===== config.mk =====
export PLATFORM = sky130hd
export DESIGN_NAME = jt49_eg
export DESIGN_NICKNAME = d
export VERILOG_FILES = /design/src/rtl/jt49_eg.sv
export SDC_FILE = /design/constraint.sdc
export NUM_CORES = 1
export LEC_CHECK = 0
export CAP_MARGIN = 15
export CORE_MARGIN = 2
export CORE_UTILIZATION = 31
export CTS_CLUSTER_SIZE = 10
export DETAILED_ROUTE_END_ITERATION = 10
export HOLD_SLACK_MARGIN = 0.05
export PLACE_DENSITY_LB_ADDON = 0.25
export REMOVE_ABC_BUFFERS = 1
export SYNTH_ARGS = -nofsm -noshare
export SYNTH_HDL_FRONTEND = slang
export SYNTH_SLANG_ARGS = --single-unit

===== constraint.sdc =====
create_clock -name clk -period 3.2 [get_ports clk]
set_input_delay 0.64 -clock clk [delete_from_list [all_inputs] [get_ports clk]]
set_output_delay 0.64 -clock clk [all_outputs]
set_load 0.01 [all_outputs]

===== src/rtl/jt49_eg.sv =====
// JT49 envelope generator: divides the cen256 time base by the 16-bit envelope
// period and walks a 5-bit level through the AY/YM shape selected on restart.
module jt49_eg #(
    parameter bit STEP4 = 1'b0
) (
    input  logic        clk,
    input  logic        rst_n,
    input  logic        cen_eg,
    input  logic [15:0] eg_period,
    input  logic [3:0]  shape,
    input  logic        restart,
    output logic [4:0]  env,
    output logic        cycle_end,
    output logic        holding
);

    typedef enum logic {
        ST_HOLD = 1'b0,
        ST_RUN  = 1'b1
    } state_t;

    localparam logic [4:0] ENV_INC   = STEP4 ? 5'd2 : 5'd1;
    localparam logic [4:0] STEP_LAST = STEP4 ? 5'd30 : 5'd31;

    state_t      state_q, state_d;
    logic [15:0] cnt_q, cnt_d;
    logic [4:0]  step_q, step_d;
    logic [3:0]  shape_q, shape_d;
    logic        dir_q, dir_d;
    logic [4:0]  env_q, env_d;
    logic        ce_q, ce_d;
    logic        hold_q, hold_d;

    logic [15:0] per_m1_s;
    logic        step_s;
    logic        last_s;

    // In 16-step mode bit 0 tracks the direction so the level sits on odd/even codes.
    function automatic logic [4:0] fix_env(input logic [4:0] v, input logic up);
        if (STEP4) begin
            fix_env = {v[4:1], up};
        end else begin
            fix_env = v;
        end
    endfunction

    function automatic logic [4:0] start_val(input logic up);
        start_val = fix_env(up ? 5'd0 : 5'd31, up);
    endfunction

    // A zero period behaves as one; >= avoids a long wrap when the period shrinks.
    assign per_m1_s = (eg_period == 16'd0) ? 16'd0 : (eg_period - 16'd1);
    assign step_s   = cen_eg & (cnt_q >= per_m1_s);
    assign last_s   = (step_q >= STEP_LAST);

    // Next-state logic: restart, period counter and envelope stepping.
    always_comb begin
        state_d = state_q;
        cnt_d   = cnt_q;
        step_d  = step_q;
        shape_d = shape_q;
        dir_d   = dir_q;
        env_d   = env_q;
        ce_d    = 1'b0;
        if (restart) begin
            cnt_d   = 16'd0;
            shape_d = shape;
            dir_d   = shape[2];
            step_d  = 5'd0;
            env_d   = start_val(shape[2]);
            state_d = ST_RUN;
        end else begin
            if (cen_eg) begin
                if (step_s) begin
                    cnt_d = 16'd0;
                end else begin
                    cnt_d = cnt_q + 16'd1;
                end
            end else begin
                cnt_d = cnt_q;
            end
            case (state_q)
                ST_RUN: begin
                    if (step_s) begin
                        if (last_s) begin
                            ce_d = 1'b1;
                            if (!shape_q[3]) begin
                                env_d   = 5'd0;
                                state_d = ST_HOLD;
                            end else if (shape_q[0]) begin
                                env_d   = (shape_q[2] ^ shape_q[1]) ? 5'd31 : 5'd0;
                                state_d = ST_HOLD;
                            end else begin
                                step_d = 5'd0;
                                dir_d  = dir_q ^ shape_q[1];
                                // On a direction flip the endpoint is held for one step.
                                if (shape_q[1]) begin
                                    env_d = env_q;
                                end else begin
                                    env_d = start_val(dir_q);
                                end
                            end
                        end else begin
                            step_d = step_q + ENV_INC;
                            env_d  = fix_env(dir_q ? (env_q + ENV_INC) : (env_q - ENV_INC), dir_q);
                        end
                    end else begin
                        env_d = env_q;
                    end
                end
                ST_HOLD: begin
                    env_d = env_q;
                end
                default: begin
                    state_d = ST_HOLD;
                end
            endcase
        end
        hold_d = (state_d == ST_HOLD);
    end

    // State registers, clocked on the falling edge like the clock-enable divider.
    always_ff @(negedge clk or negedge rst_n) begin
        if (!rst_n) begin
            state_q <= ST_HOLD;
            cnt_q   <= 16'd0;
            step_q  <= 5'd0;
            shape_q <= 4'd0;
            dir_q   <= 1'b0;
            env_q   <= 5'd0;
            ce_q    <= 1'b0;
            hold_q  <= 1'b1;
        end else begin
            state_q <= state_d;
            cnt_q   <= cnt_d;
            step_q  <= step_d;
            shape_q <= shape_d;
            dir_q   <= dir_d;
            env_q   <= env_d;
            ce_q    <= ce_d;
            hold_q  <= hold_d;
        end
    end

    assign env       = env_q;
    assign cycle_end = ce_q;
    assign holding   = hold_q;

endmodule


==> impl_metrics.csv, run 1 <==
group,metric,value,unit
status,status,"complete, but fails checks",
status,violations,"setup timing",
setup_path,crit_buf_inv,4,
clock_network,root_buffer,"clkbuf_8",
clock_network,htreeDepth,2,
route,drt_iter0_drc,78,
clock_network,cts_buffers,5,
yosys,synth_top_cell_by_area,"dfrtn_1",
setup_path,worstPathArrival,3.61,ns
setup_path,path_class,"in -> reg",
yosys,synth_cell_type_count,51,
yosys,ys_seq_elements,34,
yosys,syn_inst,290,
setup_path,path_cells,"buf_6, nor4_4, buf_4, and3_4, nand2_2, xnor2_1, nand2_1, ha_4, a21o_1, a21o_1, a2111oi_4, a31oi_4, buf_6, buf_6, a211o_1, o211a_1",
route,totalWireLength,6.941,mm
route,num_vias,2445,
die,dieHeight,94.96,um
yosys,synth_edf_count,0,
timing,rsz0062_at_grt,"true",
timing,slew_viol_final,0,
grt,antenna_found_initial,0,
place,place.gp.congestion,0.7793,
place,numPortBuffers,30,
timing,finalSetupViolCount,30,
timing,tns,-51.35,ns
setup_path,critPathRequiredTime,1.74,ns
yosys,ys.flop_type,"dfrtn_1",
die,pin_count,31,
die,core,8134,um2
finish,nets,432,
timing,hold_viol_final,0,
clock_network,clock_sinks,34,
route,routedWlPerCell,14.19,um
finish,fin_util,49.28,%
yosys,async_reset_ff_share,100.0,%
setup_path,cp-start-kind,"input pin",
finish,antenna_cells,0,
setup_path,slowest_delay,0.46,ns
place,placed_area,3361,um2
setup_path,cpMaxStageDelayCell,"a2111oi_4",
clock_network,worstSkewPairLatency,0.34,ns
yosys,synthTopCellsByCount,"nand2_1 (34), dfrtn_1 (33), nor2_1 (33)",
yosys,netlist.area_leader.share,32.20,%
setup_path,path_delay_family,"compound AO/OA/AOI/OAI gates",
route,postRouteAntennaNets,0,
clock_network,ctsHoldBuffers,0,
finish,fillers,771,
clock_network,max-clock-path-buffers,2,
setup_path,path_max_fanout,4,
power,ir_drop,0.0001799,V
job,max_cap_violations,0,
power,p_per_area,272.4,nW/um2
grt,grt_max_degree,21,
die,dieArea,9017,um2
worst_hold_path,hold_path_class,"reg -> reg",
finish,multi_input_area,2062,um2
grt,grt_pass1_wl,11.59,mm
yosys,syn-cell-area,2565,um2
clock_network,cts_tree,"yes",
die,rows,33,
route,via_per_inst,5.000,
timing,fin_skew,0.04854,ns
timing,setup_ws,-1.871,ns
finish,syn_to_final_growth,56.29,%
yosys,synth_area_per_cell,8.845,um2
grt,grt_use_total,16.44,%
place,post-place-ws,-2.576,ns
timing,slew-limit-headroom,53.81,%
finish,fin_area,4009,um2
yosys,synthTopCellsByArea,"dfrtn_1 (32%), ha_1 (12%), xnor2_1 (6.1%)",
grt,grt_pass1_vias,2415,
yosys,post-synth-top-count-cell,"nand2_1",
grt,gr-total-overflow,0,
finish,register_area,852.1,um2
setup_path,critPathCaptureType,"flip-flop",
place,dp_hpwl,4.723,mm
clock_network,clk_pin_slew,0.05,ns
route,first_pass_iters,4,
finish,drive_gt1_share,39.32,%
route,drc,0,
timing,max_slew.worst_pin.slew,0.6903,ns
yosys,seq_area_frac_synth,33.22,%
die,initial_core_util,31.53,%
timing,worst_hold_slack,0.4894,ns
setup_path,critPathMostFrequentCell,"buf_6",
yosys,yosysWarnings,0,
power,cellLeakagePower,1.765,nW
die,die_x,94.96,um
-- power by group --
group,switching [W],internal (W)
Combinational,0.000138,0.000155
Sequential,0.0000146,0.000450
Clock,0.000163,0.000172
Total,0.000316,0.000776
-- worst paths after layout --
kind	from	endpoint	slack (ns)	depth (start not counted)
hold / removal	shape_q[3]	shape_q[3]	0.49	2
setup reg to reg	cnt_q[13]	env[1]	0.58	9
min in group asynchronous	rst_n	cycle_end	2.10	1
setup / recovery	eg_period[4]	env[1]	-1.87	16
hold reg to reg	shape_q[3]	shape_q[3]	0.49	2
max in group asynchronous	rst_n	shape_q[3]	0.65	2
-- cells by family (layout without fill, tap and decap cells) --
logic type      Yosys count  count (layout)  synth area share [%]
xor+xnor                 31              31                 10.59
buf+inv                  21             114                 3.658
simple gates            124             124                 24.10
compound gates           53              54                 15.07
mux                       2               2                0.8780
fa+ha+maj                25              25                 12.49
flops                    34              34                 33.22
-- metrics by stage --
stage               instances  total power, W
finish                    489        0.001092
global route              489        0.001157
CTS                       488        0.001101
detailed placement        466       0.0007290
global placement          466       0.0007240
floorplan                 281       0.0005900
-- flip-flops by register name, summed over array words and instances, names as in the netlist --
register and flops:
cnt_q 16, state_q 1, shape_q 4, step_q 5, dir_q 1, cycle_end 1
env 5, holding 1
-- what timing repair did --
action                     CTS  global route
hold endpoints to repair     0             0
setup buffers               11             3
setup endpoints to repair   39            37
cloned                       3             0
pin swaps                   37            41
gates resized for setup    125            57
-- final cells by class --
class                           count  area share [%]
Clock buffer                        6           2.060
Sequential cell                    34           21.25
Multi-Input combinational cell    236           51.44
Tap cell                          105           3.277
Clock inverter                      3          0.3121
Timing Repair Buffer               94           20.63
Inverter                           11           1.030
-- per-layer routing --
metal / track usage (%) / vias to the layer above / wire, um
met5: 0 / - / 0
met2: 25.65 / 29 / 3313
li1: - / 1214 / -
met4: 5.314 / 0 / 135
met1: 22.99 / 1189 / 3327
met3: 2.953 / 13 / 164
-- cells in the final DEF, fill, tap and decap left out, drive strengths merged, types with 4 or more instances in the layout --
master / Yosys / routed
buf: 3 / 76
ha: 24 / 24
nand3: 11 / 11
clkdlybuf4s15: 0 / 5
nand4: 6 / 6
xnor2: 18 / 18
nor3: 9 / 9
and3: 5 / 5
clkdlybuf4s50: 0 / 8
nor2: 33 / 33
inv: 12 / 13
xor2: 13 / 13
dfrtn: 33 / 33
nand2b: 5 / 5
a21o: 6 / 6
nand2: 34 / 34
o21ai: 12 / 12
a21oi: 11 / 11
clkbuf: 6 / 9
nand3b: 4 / 4
-- worst register-to-register path: cells and delay by family, from the launching register on --
family	cells	cell delay (ns)
AOI/OAI and AO/OA	6	1.40
buffers and inverters	2	0.28
DFF	1	0.54
adders and majority gates	1	0.26
(Power assumes the default switching activity.)
==> inputs of run 2 (changes only) <==
--- a/config.mk
+++ b/config.mk
@@ -11,6 +11,7 @@
 export CTS_CLUSTER_SIZE = 10
 export DETAILED_ROUTE_END_ITERATION = 10
 export HOLD_SLACK_MARGIN = 0.05
+export MAX_ROUTING_LAYER = met4
 export PLACE_DENSITY_LB_ADDON = 0.25
 export REMOVE_ABC_BUFFERS = 1
 export SYNTH_ARGS = -nofsm -noshare
==> impl_metrics.csv, run 2 (same netlist as run 1, synthesis figures left out) <==
group,metric,value,unit
status,status,"complete, but fails checks",
status,violations,"setup timing",
setup_path,critPathCaptureType,"flip-flop",
setup_path,cpMaxStageDelayCell,"a2111oi_4",
die,die_x,94.96,um
timing,slew-limit-headroom,53.81,%
place,post-place-ws,-2.576,ns
die,rows,33,
power,cellLeakagePower,1.765,nW
setup_path,path_delay_family,"compound AO/OA/AOI/OAI gates",
setup_path,rrSetupSlack,0.58,ns
finish,antenna_cells,0,
finish,fin_util,49.28,%
finish,register_area,852.1,um2
route,via_per_inst,5.018,
setup_path,cp-start-kind,"input pin",
die,dieArea,9017,um2
finish,layout_commonest_cell,"buf_4",
route,drc,0,
power,ir_drop,0.0001799,V
timing,hold_viol_final,0,
setup_path,reg2reg_to,"env[1]",
place,dp_hpwl,4.723,mm
route,num_vias,2454,
setup_path,critical_path_depth,16,
setup_path,worstRegToRegCells,9,
setup_path,path_class,"in -> reg",
clock_network,clk_pin_slew,0.05,ns
finish,regMostFlops,"cnt_q",
setup_path,path_max_fanout,4,
setup_path,crit_buf_inv,4,
grt,grt_pass1_wl,11.58,mm
timing,tns,-51.34,ns
finish,multi_input_area,2062,um2
route,postRouteAntennaNets,0,
place,numPortBuffers,30,
grt,grt_max_degree,21,
clock_network,max-clock-path-buffers,2,
die,core,8134,um2
setup_path,path_cells,"buf_6, nor4_4, buf_4, and3_4, nand2_2, xnor2_1, nand2_1, ha_4, a21o_1, a21o_1, a2111oi_4, a31oi_4, buf_6, buf_6, a211o_1, o211a_1",
clock_network,ctsHoldBuffers,0,
finish,nets,432,
grt,grt_pass1_vias,2416,
timing,setup_ws,-1.870,ns
grt,antenna_found_initial,0,
setup_path,crit_end,"env[1]",
route,first_pass_iters,4,
job,max_cap_violations,0,
power,p_per_area,272.5,nW/um2
setup_path,critPathRequiredTime,1.74,ns
route,routedWlPerCell,14.20,um
clock_network,worstSkewPairLatency,0.34,ns
worst_hold_path,hold_path_class,"reg -> reg",
setup_path,slowest_delay,0.46,ns
setup_path,worstPathArrival,3.61,ns
timing,rsz0062_at_grt,"true",
die,dieHeight,94.96,um
setup_path,critPathMostFrequentCell,"buf_6",
die,initial_core_util,31.53,%
timing,max_slew.worst_pin.slew,0.6904,ns
clock_network,cts_buffers,5,
setup_path,crit_start,"eg_period[4]",
power,finalPower,0.001092,W
place,place.gp.congestion,0.7901,
clock_network,root_buffer,"clkbuf_8",
clock_network,clock_sinks,34,
grt,grt_use_total,16.92,%
route,drt_iter0_drc,78,
finish,layout_common_cells,"buf_4 (49), dfrtn_1 (33), nand2_1 (29), xnor2_1 (18), nor2_1 (18)",
die,pin_count,31,
finish,largest_reg_flops,16,
timing,slew_viol_final,0,
clock_network,cts_tree,"yes",
finish,drive_gt1_share,39.32,%
timing,fin_skew,0.04854,ns
setup_path,reg2reg_from,"cnt_q[13]",
grt,gr-total-overflow,0,
timing,finalSetupViolCount,30,
finish,fillers,771,
route,totalWireLength,6.944,mm
clock_network,htreeDepth,2,
finish,syn_to_final_growth,56.29,%
-- run 2: cell type report --
type | instances | share of cell area, %
sequential | 34 | 21.25
timing repair buffer | 94 | 20.63
clock buffer | 6 | 2.060
inverter | 11 | 1.030
clock inverter | 3 | 0.3121
tap | 105 | 3.277
multi-input combinational | 236 | 51.44
-- run 2: worst min-delay path by stage --
stage,start,end,slack (ns),cells after the start
finish,shape_q[3],shape_q[3],0.49,2
global route,shape_q[3],shape_q[3],0.53,2
CTS,shape_q[3],shape_q[3],0.49,2
detailed placement,shape_q[3],shape_q[3],0.50,2
global placement,shape_q[3],shape_q[3],0.47,2
floorplan,shape_q[3],shape_q[3],0.46,2
-- run 2: power by group --
group	internal, W	switching [W]	total [W]
combinational	0.000155	0.000138	0.000293
sequential	0.000450	0.0000146	0.000464
clock	0.000172	0.000163	0.000335
-- run 2: worst reg2reg max path: stages (launching register included) --
cell and delay [ns]:
dfrtn_1 0.54, ha_4 0.26, a21o_1 0.17, a21o_1 0.20
a2111oi_4 0.46, a31oi_4 0.19, buf_6 0.17, buf_6 0.11
a211o_1 0.25, o211a_1 0.12
-- run 2: per-stage QoR --
step	instances	area, um2	hold WS, ns
2_1_floorplan	281	2516	0.4630
3_3_place_gp	466	3361	0.4750
3_5_place_dp	466	3361	0.4971
4_1_cts	488	3862	0.4945
5_1_grt	489	4009	0.5272
6_report	489	4009	0.4894
-- run 2: per-layer routing --
metal  share of wire, %  track usage [%]  vias to the layer above
met5                  0                -                        -
li1                   -                -                     1214
met4                2.0            5.314                        0
met1                 48            22.99                     1194
met2                 48            25.65                       33
met3                2.5            2.953                       13
-- run 2: what timing repair did --
action	4_1_cts	5_1_grt
endpoints found under the setup margin	39	37
gates cloned	3	0
pin swaps	37	41
gates resized for setup	125	57
buffers inserted	11	3
==> inputs of run 3 (changes only) <==
--- a/config.mk
+++ b/config.mk
@@ -5,7 +5,9 @@
 export SDC_FILE = /design/constraint.sdc
 export NUM_CORES = 1
 export LEC_CHECK = 0
-export CAP_MARGIN = 15
+export CAP_MARGIN = 20
+export CELL_PAD_IN_SITES_DETAIL_PLACEMENT = 0
+export CELL_PAD_IN_SITES_GLOBAL_PLACEMENT = 2
 export CORE_MARGIN = 2
 export CORE_UTILIZATION = 31
 export CTS_CLUSTER_SIZE = 10
@@ -14,6 +16,7 @@
 export MAX_ROUTING_LAYER = met4
 export PLACE_DENSITY_LB_ADDON = 0.25
 export REMOVE_ABC_BUFFERS = 1
+export SLEW_MARGIN = 20
 export SYNTH_ARGS = -nofsm -noshare
 export SYNTH_HDL_FRONTEND = slang
 export SYNTH_SLANG_ARGS = --single-unit
==> impl_metrics.csv, run 3 (same netlist as run 1, synthesis figures left out) <==
group,metric,value,unit
clock_network,cts_buffers,5,
place,numPortBuffers,30,
grt,grt_pass1_vias,2441,
setup_path,worstRegToRegCells,11,
route,drt_iter0_drc,84,
setup_path,crit_start,"eg_period[2]",
clock_network,worstSkewPairLatency,0.35,ns
place,post-place-ws,-2.657,ns
place,placedCellCount,473,
timing,slew-limit-headroom,58.46,%
clock_network,max-clock-path-buffers,2,
route,postRouteAntennaNets,0,
place,placed_area,3401,um2
grt,grtUsageMet1,18.21,%
die,initial_core_util,31.53,%
clock_network,root_buffer,"clkbuf_8",
finish,layout.cells.non_filler,496,
route,routedWlPerCell,13.48,um
power,ir_drop,0.0001399,V
route,totalWireLength,6.688,mm
timing,hold_viol_final,0,
setup_path,reg2reg_from,"cnt_q[0]",
die,dieArea,9017,um2
status,violations,"setup timing",
finish,layout_commonest_cell,"buf_4",
clock_network,clock_sinks,34,
finish,syn_to_final_growth,56.15,%
power,p_per_area,283.1,nW/um2
setup_path,critPathMostFrequentCell,"buf_6",
finish,drive_gt1_share,41.18,%
setup_path,path_max_fanout,6,
timing,finalSetupViolCount,30,
finish,antenna_cells,0,
place,place.gp.congestion,0.8932,
grt,gr-total-overflow,0,
route,drc,0,
power,finalPower,0.001134,W
die,dieHeight,94.96,um
timing,max_slew.worst_pin.slew,0.6209,ns
finish,layout_common_cells,"buf_4 (60), dfrtn_1 (33), nand2_1 (28), nor2_1 (17), ha_1 (17)",
setup_path,cpMaxStageDelayCell,"or4b_4",
setup_path,worstPathArrival,3.56,ns
grt,grt_pass1_wl,11.34,mm
setup_path,slowest_delay,0.52,ns
setup_path,critPathRequiredTime,1.75,ns
status,status,"complete, but fails checks",
grt,antenna_found_initial,0,
clock_network,cts_tree,"yes",
grt,grtUsageMet2,30.97,%
clock_network,htreeDepth,2,
timing,tns,-51.76,ns
grt,grt_max_degree,35,
setup_path,path_cells,"buf_6, nor4_4, buf_4, nand3_2, nor3_2, xor2_1, nand2_1, ha_1, nand4_4, nor3_4, or4b_4, a31oi_4, buf_6, buf_6, nand2_4, a21o_1",
finish,nets,439,
timing,slew_viol_final,0,
route,first_pass_iters,4,
die,core,8134,um2
grt,use_met3,1.915,%
job,max_cap_violations,0,
finish,fin_area,4005,um2
timing,rsz0062_at_grt,"true",
power,cellLeakagePower,1.792,nW
grt,grt_use_total,16.47,%
setup_path,critPathCaptureType,"flip-flop",
setup_path,crit_end,"state_q",
setup_path,cp-start-kind,"input pin",
worst_hold_path,hold_path_class,"reg -> reg",
place,dp_hpwl,4.730,mm
route,via_per_inst,4.865,
die,pin_count,31,
timing,setup_ws,-1.803,ns
route,num_vias,2413,
finish,regMostFlops,"cnt_q",
grt,grt-busiest-layer,"met2",
finish,largest_reg_flops,16,
setup_path,reg2reg_to,"state_q",
setup_path,path_class,"in -> reg",
die,rows,33,
die,die_x,94.96,um
timing,fin_skew,0.05679,ns
setup_path,rrSetupSlack,0.65,ns
clock_network,clk_pin_slew,0.06,ns
[run 3: report_power, final]
group | internal (W) | switching (W) | total [W]
combinational | 0.000153 | 0.000134 | 0.000286
sequential | 0.000449 | 0.0000135 | 0.000463
clock | 0.000203 | 0.000181 | 0.000385
total | 0.000805 | 0.000329 | 0.00113
[run 3: layout make-up]
class | count | area, um2
clock inverter | 3 | 16.27
inverter | 11 | 41.29
fill | 774 | 4129
clock buffer | 6 | 93.84
timing repair buffer | 102 | 863.3
tap | 105 | 131.4
multi-input combinational | 235 | 2007
sequential | 34 | 852.1
[run 3: timing repair]
action | in CTS | in global routing
resized for setup | 152 | 20
cloned | 1 | 0
setup endpoints to repair | 39 | 38
pin swaps | 40 | 8
hold buffers | 0 | 0
setup buffers | 9 | 5
[run 3: critical path: cells and delay by family]
family	cells	cell delay (ns)
simple gates	8	1.46
xor+xnor	1	0.15
compound gates	2	0.49
fa+ha+maj	1	0.32
buf+inv	4	0.50
[run 3: through the flow]
step           util (%)  hold WS [ns]
4_1_cts           48.47        0.5048
3_5_place_dp      41.81        0.4993
5_1_grt           49.24        0.5301
3_3_place_gp      41.81        0.4936
2_1_floorplan         -        0.4630
6_report          49.24        0.5202
[run 3: routing by layer]
layer	share of wire, %	up-vias	wire length (um)
met4	1.3	0	87
met1	43	1131	2860
met3	2.8	9	184
li1	-	1225	-
met2	53	48	3555
met5	0	-	0
[run 3: worst min path at each step]
stage                          start  depth (start not counted)  slack [ns]          to
final                     shape_q[0]                          1        0.52  shape_q[0]
after global routing      shape_q[0]                          1        0.53  shape_q[0]
after CTS                 shape_q[3]                          2        0.50  shape_q[3]
after detailed placement  shape_q[3]                          2        0.50  shape_q[3]
after global placement    shape_q[3]                          2        0.49  shape_q[3]
after floorplan           shape_q[3]                          2        0.46  shape_q[3]
